--- config.mk ---
export PLATFORM = sky130hd
export DESIGN_NAME = cost_batch_controller
export DESIGN_NICKNAME = d
export VERILOG_FILES = /design/src/rtl/cost_batch_controller.sv
export SDC_FILE = /design/constraint.sdc
export NUM_CORES = 1
export LEC_CHECK = 0
export BUFFER_PORTS_ARGS = -buffer_cell sky130_fd_sc_hd__buf_2
export CAP_MARGIN = 20
export CORE_MARGIN = 1.5
export CORE_UTILIZATION = 35
export DETAILED_ROUTE_END_ITERATION = 8
export GPL_ROUTABILITY_DRIVEN = 0
export PLACE_DENSITY = 0.59
export SYNTH_ARGS = -nofsm -noshare
export SYNTH_HDL_FRONTEND = slang
export SYNTH_SLANG_ARGS = --single-unit
export TNS_END_PERCENT = 100
--- constraint.sdc ---
create_clock -name clk -period 5.1 [get_ports clk]
set_input_delay 0 -clock clk [delete_from_list [all_inputs] [get_ports clk]]
set_output_delay 0 -clock clk [all_outputs]
set_load 0.005 [all_outputs]
--- src/rtl/cost_batch_controller.sv ---
// cost_batch_controller
//
// Sequences the cost calculator across one training batch of BATCH_SIZE samples.
// Each sample (one-hot expected label plus ten 4-bit confidences) is taken over a
// valid/ready handshake and held stable. The calculator is then launched with a
// one-cycle cost_en pulse. Its result is folded into a saturating batch total and
// a running maximum. The block reports batch completion, calculator timeouts and
// malformed labels.
//
// Ports:
//   clk, rst              rising-edge clock, asynchronous active-high reset
//   start                 begin a new batch (honoured only in IDLE or ERROR)
//   sample_valid          sample offered on label_in / weights_in
//   sample_ready          controller can accept a sample (WAIT_SAMPLE only)
//   label_in [9:0]        expected label, one-hot, bit 0 = digit 0
//   weights_in [39:0]     ten 4-bit confidences, [3:0] = digit 0
//   cost_en               one-cycle launch pulse to the calculator
//   expected_label        held label driven to the calculator
//   digit_weights         held confidences driven to the calculator
//   calculation_complete  calculator done pulse; cost_output valid with it
//   cost_output [7:0]     calculator result
//   batch_total           saturating sum of accepted costs
//   batch_max             largest single cost seen in the batch
//   sample_count          samples accumulated so far
//   busy                  high in every state except IDLE and ERROR
//   batch_done            one-cycle pulse when the batch finishes
//   timeout_err           sticky: calculator did not finish within TIMEOUT cycles
//   label_err             sticky: a sample was rejected as not one-hot

module cost_batch_controller #(
    parameter int unsigned BATCH_SIZE = 16,
    parameter int unsigned TIMEOUT    = 80,
    parameter int unsigned ACC_W      = 12
) (
    input  logic             clk,
    input  logic             rst,
    input  logic             start,
    input  logic             sample_valid,
    output logic             sample_ready,
    input  logic [9:0]       label_in,
    input  logic [39:0]      weights_in,
    output logic             cost_en,
    output logic [9:0]       expected_label,
    output logic [39:0]      digit_weights,
    input  logic             calculation_complete,
    input  logic [7:0]       cost_output,
    output logic [ACC_W-1:0] batch_total,
    output logic [7:0]       batch_max,
    output logic [4:0]       sample_count,
    output logic             busy,
    output logic             batch_done,
    output logic             timeout_err,
    output logic             label_err
);

    localparam int unsigned TW = $clog2(TIMEOUT + 1);
    localparam int unsigned SW = ACC_W + 1;

    typedef enum logic [2:0] {
        StIdle,
        StWaitSample,
        StLaunch,
        StWaitCalc,
        StAccum,
        StDone,
        StError
    } state_t;

    state_t          state;
    logic [TW-1:0]   timer;
    logic [7:0]      cost_reg;

    // Next-state helpers
    logic [9:0]      label_m1;
    logic            label_onehot;
    logic [SW-1:0]   sum_wide;
    logic [ACC_W-1:0] sat_total;
    logic [4:0]      next_count;

    always_comb begin
        label_m1     = label_in - 10'd1;
        // Exactly one bit set: non-zero and clearing the lowest set bit leaves nothing.
        label_onehot = (label_in != 10'd0) && ((label_in & label_m1) == 10'd0);
        sum_wide     = {1'b0, batch_total} + SW'(cost_reg);
        // The carry out means the sum overflowed; clamp to all-ones. Once the total is
        // all-ones, any further add also overflows or stays put, so saturation sticks.
        sat_total    = sum_wide[ACC_W] ? {ACC_W{1'b1}} : sum_wide[ACC_W-1:0];
        next_count   = sample_count + 5'd1;
    end

    always_ff @(posedge clk or posedge rst) begin
        if (rst) begin
            state          <= StIdle;
            timer          <= '0;
            cost_reg       <= '0;
            sample_ready   <= 1'b0;
            cost_en        <= 1'b0;
            expected_label <= '0;
            digit_weights  <= '0;
            batch_total    <= '0;
            batch_max      <= '0;
            sample_count   <= '0;
            busy           <= 1'b0;
            batch_done     <= 1'b0;
            timeout_err    <= 1'b0;
            label_err      <= 1'b0;
        end else begin
            // Single-cycle pulses default low.
            cost_en    <= 1'b0;
            batch_done <= 1'b0;

            unique case (state)
                StIdle, StError: begin
                    if (start) begin
                        batch_total  <= '0;
                        batch_max    <= '0;
                        sample_count <= '0;
                        timeout_err  <= 1'b0;
                        label_err    <= 1'b0;
                        sample_ready <= 1'b1;
                        busy         <= 1'b1;
                        state        <= StWaitSample;
                    end
                end

                StWaitSample: begin
                    if (sample_valid) begin
                        expected_label <= label_in;
                        digit_weights  <= weights_in;
                        if (label_onehot) begin
                            sample_ready <= 1'b0;
                            cost_en      <= 1'b1;
                            state        <= StLaunch;
                        end else begin
                            // Reject and stay ready for the next offer.
                            label_err <= 1'b1;
                        end
                    end
                end

                StLaunch: begin
                    timer <= '0;
                    state <= StWaitCalc;
                end

                StWaitCalc: begin
                    timer <= timer + 1'b1;
                    if (calculation_complete) begin
                        // Completion takes priority over a coincident timeout.
                        cost_reg <= cost_output;
                        state    <= StAccum;
                    end else if (timer == TW'(TIMEOUT - 2)) begin
                        // The counter is about to reach TIMEOUT-1, so the error lands
                        // exactly TIMEOUT cycles after the launch pulse.
                        timeout_err <= 1'b1;
                        busy        <= 1'b0;
                        state       <= StError;
                    end
                end

                StAccum: begin
                    batch_total  <= sat_total;
                    sample_count <= next_count;
                    if (cost_reg > batch_max) begin
                        batch_max <= cost_reg;
                    end
                    if (next_count == 5'(BATCH_SIZE)) begin
                        batch_done <= 1'b1;
                        state      <= StDone;
                    end else begin
                        sample_ready <= 1'b1;
                        state        <= StWaitSample;
                    end
                end

                StDone: begin
                    busy  <= 1'b0;
                    state <= StIdle;
                end

                default: begin
                    sample_ready <= 1'b0;
                    busy         <= 1'b0;
                    state        <= StIdle;
                end
            endcase
        end
    end

endmodule
==> impl_summary.log, run 1 <==
[metrics] outcome: completed
[metrics] fraction of final layout cells with drive strength greater than 1: 37.1%
[metrics] end point of the worst hold path: busy$_DFFE_PP0P_
[metrics] CTS tree: yes
[metrics] core area: 0.0133 mm2
[metrics] RSZ-0062 raised after global routing: false
[metrics] Worst Setup Path Type: flip-flop to flip-flop
[metrics] R2R setup slack: 2.75 ns
[metrics] commonest cells after routing, fill and taps aside: buf_2 (143), dfrtp_1 (99), dlygate4sd3_1 (60)
[metrics] Worst Tran Pin Value: 1.03 ns
[metrics] critical path's most frequent cell: a31oi_1
[metrics] buffers from clock root to sink, at most: 2
[metrics] CP cell instances: nand2b_1 > nor2_2 > nand3_1 > a31oi_1 > a31oi_1 > a211oi_1
[metrics] worst reg2reg path endpoint: batch_total[11]$_DFFE_PP0P_
[metrics] share of the core filled with cells: 49.7%
[metrics] Top-Level Pins: 144
[metrics] fraction of the yosys area taken by sequential cells: 51.7%
[metrics] total chip power: 1.96 mW
[metrics] number of synthesized flops with an enable pin: 0
[metrics] max-slew violation count: 0
[metrics] synthesized netlist net count: 509
[metrics] worst r2r src: state[1]$_DFFE_PP0P_
[metrics] final hold viol count: 0
[metrics] Period Utilization, post-route: 46.0%
[metrics] horizontal die dimension: 120 um
[metrics] Setup violations, final: 0
[metrics] launch instance of the worst min-delay path: start
[metrics] number of storage elements in the synthesis netlist: 99
[metrics] Initial Utilization: 36.1%
[metrics] Via-to-Cell Ratio: 4.98
[metrics] sequential cell area: 0.00248 mm2
[metrics] Post-Route Skew: 0.00737 ns
[metrics] htree depth: 3
[metrics] buffers plus inverters on the worst setup path: 0
[metrics] latest clock arrival within the worst-skew pair: 0.35 ns
[metrics] min cycle time layout: 2.35 ns
[metrics] critical path fanouts, max: 19
[metrics] pin count of the biggest net entering global routing: 63
[metrics] routed vias: 4019
[metrics] detailed-placement wirelength estimate: 8230 um
[metrics] final standard cell count with taps included and fillers excluded: 807
[metrics] worst-path cell with the longest stage delay: nor2_2
[metrics] CP Data Arrival Time: 2.60 ns
[metrics] layout overhead on the synthesized area: 37.8%
[metrics] Crit. End Element: flip-flop
[metrics] flip-flop count of the largest register after layout: 40
[metrics] registers with the highest flip-flop counts: digit_weights (40), batch_total (12), expected_label (10)
[metrics] most frequently used flop master after synthesis: dfrtp_1
[metrics] count of nets after finishing: 710
[metrics] Place WS: 2.77 ns
[metrics] area of the multi-input gates: 0.00216 mm2
[metrics] number of antenna violations at the first check in global routing: 0
[metrics] Detailed Route WL: 12200 um
[metrics] Sinks on Clock Net: 99
[metrics] upper clock frequency limit: 426 MHz
[metrics] 1st-pass router iterations: 4
[metrics] Syn Area/Cell: 11.3 um2
[metrics] cell depth of the worst flop-to-flop path: 6
[metrics] gr ovfl total: 0
[metrics] post-place instance area: 0.00569 mm2
[metrics] critical path data required time: 5.35 ns
[metrics] global-route wire length before repair: 20300 um
[metrics] cell type with the highest aggregate area in the netlist: dfrtp_1
[metrics] Total Die Area: 0.0144 mm2
[metrics] area of the mapped netlist: 0.00479 mm2
[metrics] maximum ir drop on the vdd rail: 0.170 mV
[metrics] post-route DRC violation count: 0
[metrics] vias in the first global route: 4214
[metrics] Worst path top cell family by delay: simple AND/OR/NAND/NOR gates
[metrics] path class of the lowest-slack min-delay path: input pin to flip-flop
[metrics] fraction of registers with async set or reset after synthesis: 100%
[metrics] top cell type's share of synthesized area: 51.7%
[metrics] synthesized netlist cell count: 425
[metrics] Reg with most FFs: digit_weights
[metrics] Inserted Diodes: 0
[metrics] Port-buffer cells: 143
[metrics] number of distinct library cells after synthesis: 46
[metrics] clock-pin slew of the registers on the worst-case setup and hold paths: 0.07 ns
[metrics] count of yosys warnings during synthesis: 0
[metrics] total negative slack for setup checks: 0 ns
[metrics] detail-routed net length per standard cell: 15.2 um
[metrics] most frequent standard cell in the layout excluding fill and tap cells: buf_2
[metrics] Post-CTS Resized: 0
[metrics] violation count after the first detailed-route iteration: 189
[metrics] global router's overall resource usage: 17.8%
[metrics] final instance area: 0.00661 mm2
[metrics] total clock buffers created by CTS: 9
[metrics] LEAKAGE: 3.14 nW
[metrics] layout filler cell count: 1199
[metrics] Max transition margin: 31.4%
[metrics] number of max-cap violations: 0
[metrics] floorplan die height: 120 um
[metrics] Antenna Nets Post-Route: 0
[metrics] worst hold margin: 0.105 ns
[metrics] Final WS setup: 2.75 ns
[metrics] startpoint type of the worst setup path: flip-flop
[metrics] top cells by area, synth: dfrtp_1 (52%), mux2_2 (14%), ha_1 (5.2%)
[metrics] CTS Root Cell: clkbuf_16
[metrics] slowest stage delay, CP: 0.62 ns
[metrics] number of placement rows: 42
[metrics] power per cell area: 297 mW/mm2
[metrics] number of placed instances, taps included: 731
[metrics] Worst Hold Path Cells: 3
[power breakdown]
group	internal (mW)	switching (mW)	leakage (nW)
clock	0.404	0.322	0.157
combinational	0.180	0.141	1.77
sequential	0.856	0.0582	1.22
[cells by family after synthesis]
family	share of synthesized area (%)
xor gates and xnor gates	1.64
muxes	15.9
buffers and inverters	3.26
AOI/OAI and AO/OA	11.4
adders and majority gates	5.85
DFF	51.7
and+or+nand+nor	10.3
[area by class of cell]
cell class                      instances  area share (%)
Sequential cell                        99            37.5
Inverter                               23            1.34
Tap cell                              176            3.33
Multi-Input combinational cell        287            32.8
Timing Repair Buffer                  206            20.3
Clock inverter                          6            1.19
Clock buffer                           10            3.62
[worst max path at each step]
stage / from / endpoint / slack [ns] / cells after the start
after floorplan: rst / batch_done$_DFF_PP0_ / 2.51 / 1
after global placement: cost_reg[1]$_DFFE_PP0P_ / batch_max[0]$_DFFE_PP0P_ / 2.81 / 7
after detailed placement: cost_reg[5]$_DFFE_PP0P_ / batch_max[6]$_DFFE_PP0P_ / 2.77 / 7
after CTS: cost_reg[5]$_DFFE_PP0P_ / batch_max[6]$_DFFE_PP0P_ / 2.75 / 7
after global routing: cost_reg[0]$_DFFE_PP0P_ / batch_total[2]$_DFFE_PP0P_ / 2.56 / 9
final: state[1]$_DFFE_PP0P_ / batch_total[11]$_DFFE_PP0P_ / 2.75 / 6
[synth_stat cells (2+ instances only)]
| library cell | number |
|---|---|
| dfrtp_1 | 99 |
| mux2_2 | 58 |
| nand2_1 | 36 |
| nor2_1 | 23 |
| inv_1 | 22 |
| ha_1 | 20 |
| o21ai_0 | 20 |
| a21oi_1 | 19 |
| nand3_1 | 13 |
| mux2i_1 | 11 |
| a31oi_1 | 9 |
| buf_2 | 8 |
| clkbuf_1 | 8 |
| nor3_1 | 7 |
| nand2b_1 | 6 |
| nor2b_1 | 6 |
| a21o_1 | 5 |
| a31o_2 | 5 |
| nand4_1 | 5 |
| o21a_1 | 5 |
| xnor2_1 | 5 |
| xor2_1 | 4 |
| nor4_1 | 3 |
| o211ai_1 | 3 |
| a22o_1 | 2 |
| o22ai_1 | 2 |
| o31ai_1 | 2 |
[repair_timing]
item                      in CTS  in global routing
hold endpoints to repair      97                  0
hold buffers                  60                  0
setup buffers                  0                  0
[worst reg2reg max path: cells and delay by family, from the launching register on]
| kind | cells | cell delay, ns |
|---|---|---|
| and+or+nand+nor | 3 | 1.04 |
| AOI/OAI and AO/OA | 3 | 0.68 |
| DFF | 1 | 0.54 |
[routing by layer]
layer / global-route usage [%] / vias up / part of all wire, %
met5: 0 / - / 0
met4: 5.36 / 0 / 1.4
met3: 6.70 / 14 / 7.4
met2: 30.6 / 147 / 49
met1: 20.6 / 1945 / 42
li1: - / 1913 / -
Note: power is estimated with default switching activity, not from simulation.
==> run 2: changes to the inputs <==
==> constraint.sdc (replaced) <==
create_clock -name clk -period 2.4 [get_ports clk]
set_input_delay 0 -clock clk [delete_from_list [all_inputs] [get_ports clk]]
set_output_delay 0 -clock clk [all_outputs]
set_load 0.005 [all_outputs]
==> run 2 against run 1 <==
  * Cell area rose by 1.2%
  * Register-to-register slack worse by 2.6 ns
  * Highest routed layer is now met5
  * Critical path type unchanged
  * Combinational power grew 110%
  * Global-route usage is 0.25 points higher
  * Cell count increased by 0.99%
  * Sequential share of layout area decreased by 0.44 points
  * Worst setup slack got worse by 2.6 ns
  * Critical endpoint is now batch_total[7]$_DFFE_PP0P_
==> impl_summary.log, run 2 (same netlist as run 1, synthesis figures left out) <==
[metrics] Total Die Area: 0.0144 mm2 (unchanged)
[metrics] Sinks on Clock Net: 99 (unchanged)
[metrics] total clock buffers created by CTS: 9 (unchanged)
[metrics] count of nets after finishing: 718 (was 710)
[metrics] final hold viol count: 0 (unchanged)
[metrics] detailed-placement wirelength estimate: 8300 um (was 8230 um)
[metrics] critical path data required time: 2.64 ns (was 5.35 ns)
[metrics] global-route wire length before repair: 20500 um (was 20300 um)
[metrics] detail-routed net length per standard cell: 15.2 um (about the same)
[metrics] Worst Setup Path Type: flip-flop to flip-flop (unchanged)
[metrics] gr ovfl total: 0 (unchanged)
[metrics] CTS Root Cell: clkbuf_16 (unchanged)
[metrics] path class of the lowest-slack min-delay path: input pin to flip-flop (unchanged)
[metrics] LEAKAGE: 3.18 nW (was 3.14 nW)
[metrics] Reg with most FFs: digit_weights (unchanged)
[metrics] Post CTS Setup Buffer Count: 0 (unchanged)
[metrics] registers with the highest flip-flop counts: digit_weights (40), batch_total (12), expected_label (10) (unchanged)
[metrics] Initial Utilization: 36.1% (unchanged)
[metrics] CTS tree: yes (unchanged)
[metrics] Crit. End Element: flip-flop (unchanged)
[metrics] CP Data Arrival Time: 2.50 ns (was 2.60 ns)
[metrics] 1st-pass router iterations: 4 (unchanged)
[metrics] Detailed Route WL: 12400 um (was 12200 um)
[metrics] commonest cells after routing, fill and taps aside: buf_2 (143), dfrtp_1 (99), dlygate4sd3_1 (60) (unchanged)
[metrics] number of placement rows: 42 (unchanged)
[metrics] fraction of final layout cells with drive strength greater than 1: 37.9% (was 37.1%)
[metrics] RSZ-0062 raised after global routing: false (unchanged)
[metrics] flip-flop count of the largest register after layout: 40 (unchanged)
[metrics] max-slew violation count: 0 (unchanged)
[metrics] power per cell area: 624 mW/mm2 (was 297 mW/mm2)
[metrics] post-place instance area: 0.00576 mm2 (was 0.00569 mm2)
[metrics] Setup violations, final: 0 (unchanged)
[metrics] Antenna Nets Post-Route: 0 (unchanged)
[metrics] total negative slack for setup checks: 0 ns (unchanged)
[metrics] Worst Tran Pin Value: 0.632 ns (was 1.03 ns)
[metrics] buffers from clock root to sink, at most: 2 (unchanged)
[metrics] floorplan die height: 120 um (unchanged)
[metrics] number of max-cap violations: 0 (unchanged)
[metrics] Period Utilization, post-route: 94.1% (was 46.0%)
[metrics] routed vias: 4038 (was 4019)
[metrics] pin count of the biggest net entering global routing: 74 (was 63)
[metrics] layout overhead on the synthesized area: 39.5% (was 37.8%)
[metrics] Post-Route Skew: 0.00939 ns (was 0.00737 ns)
[metrics] startpoint type of the worst setup path: flip-flop (unchanged)
[metrics] maximum ir drop on the vdd rail: 0.382 mV (was 0.170 mV)
[metrics] layout filler cell count: 1197 (was 1199)
[metrics] upper clock frequency limit: 443 MHz (was 426 MHz)
[metrics] vias in the first global route: 4199 (was 4214)
[metrics] Port-buffer cells: 143 (unchanged)
[metrics] horizontal die dimension: 120 um (unchanged)
[metrics] violation count after the first detailed-route iteration: 243 (was 189)
[metrics] clock-pin slew of the registers on the worst-case setup and hold paths: 0.07 ns (about the same)
[metrics] Top-Level Pins: 144 (unchanged)
[metrics] core area: 0.0133 mm2 (unchanged)
[metrics] number of antenna violations at the first check in global routing: 1 (was 0)
[metrics] Post-CTS Resized: 0 (unchanged)
[metrics] latest clock arrival within the worst-skew pair: 0.36 ns (was 0.35 ns)
[metrics] Max transition margin: 57.8% (was 31.4%)
[metrics] most frequent standard cell in the layout excluding fill and tap cells: buf_2 (unchanged)
[metrics] global router's overall resource usage: 18.1% (was 17.8%)
[metrics] htree depth: 3 (unchanged)
[metrics] final instance area: 0.00669 mm2 (was 0.00661 mm2)
[metrics] Inserted Diodes: 0 (unchanged)
[metrics] outcome: completed (unchanged)
[metrics] critical path fanouts, max: 9 (was 19)
[metrics] Via-to-Cell Ratio: 4.95 (was 4.98)
[metrics] min cycle time layout: 2.26 ns (was 2.35 ns)
[metrics] number of buffers inserted for hold repair after clock tree synthesis: 60 (unchanged)
[metrics] post-route DRC violation count: 0 (unchanged)
[run 2: final timing paths]
check,endpoint,slack [ns],cells after the start,startpoint
max,batch_total[7]$_DFFE_PP0P_,0.14,9,batch_total[0]$_DFFE_PP0P_
min,busy$_DFFE_PP0P_,0.04,3,start
max reg2reg,batch_total[7]$_DFFE_PP0P_,0.14,9,batch_total[0]$_DFFE_PP0P_
min reg2reg,label_err$_DFFE_PP0P_,0.49,2,label_err$_DFFE_PP0P_
max in group asynchronous,digit_weights[25]$_DFFE_PP0P_,1.33,4,rst
min in group asynchronous,sample_count[1]$_DFFE_PP0P_,0.28,3,rst
[run 2: routing by layer]
layer	track usage [%]	vias to the layer above	part of all wire [%]
met4	6.47	2	1.5
met5	0	-	0.057
met1	20.5	1958	41
met3	5.85	18	7.2
met2	31.7	135	50
li1	-	1925	-
[run 2: area by class of cell]
class                      count  area [um2]  share of cell area [%]
timing repair buffer         214        1410                    21.1
inverter                      23        90.1                    1.35
sequential                    99        2480                    37.1
clock buffer                  10         239                    3.57
multi-input combinational    287        2160                    32.4
clock inverter                 6        83.8                    1.25
tap                          176         220                    3.29
[run 2: metrics by stage]
stage / utilization, % / total power, mW / hold WS, ns / cells / setup WS [ns]
final: 50.3 / 4.17 / 0.0448 / 815 / 0.141
after detailed placement: 43.3 / 2.58 / 0.128 / 739 / 0.164
after global routing: 50.3 / 4.38 / 0.0559 / 815 / 0.0382
after CTS: 50.3 / 4.22 / 0.0220 / 815 / 0.148
after floorplan: - / 2.30 / 0.0972 / 425 / 0.310
after global placement: 43.3 / 2.56 / 0.123 / 739 / 0.210
[run 2: power breakdown]
group          switching (mW)  internal, mW
Clock                   0.684         0.861
Sequential              0.125          1.82
Combinational           0.301         0.386
Total                    1.11          3.06
[run 2: worst max-delay path: stages, from the launching register on]
cell and delay, ns:
dfrtp_1 0.39, ha_1 0.22, inv_1 0.07, fa_1 0.21, nor2b_1 0.07, o221a_2 0.28
o211a_1 0.26, nand2b_1 0.31, a21oi_1 0.11, a31o_2 0.23
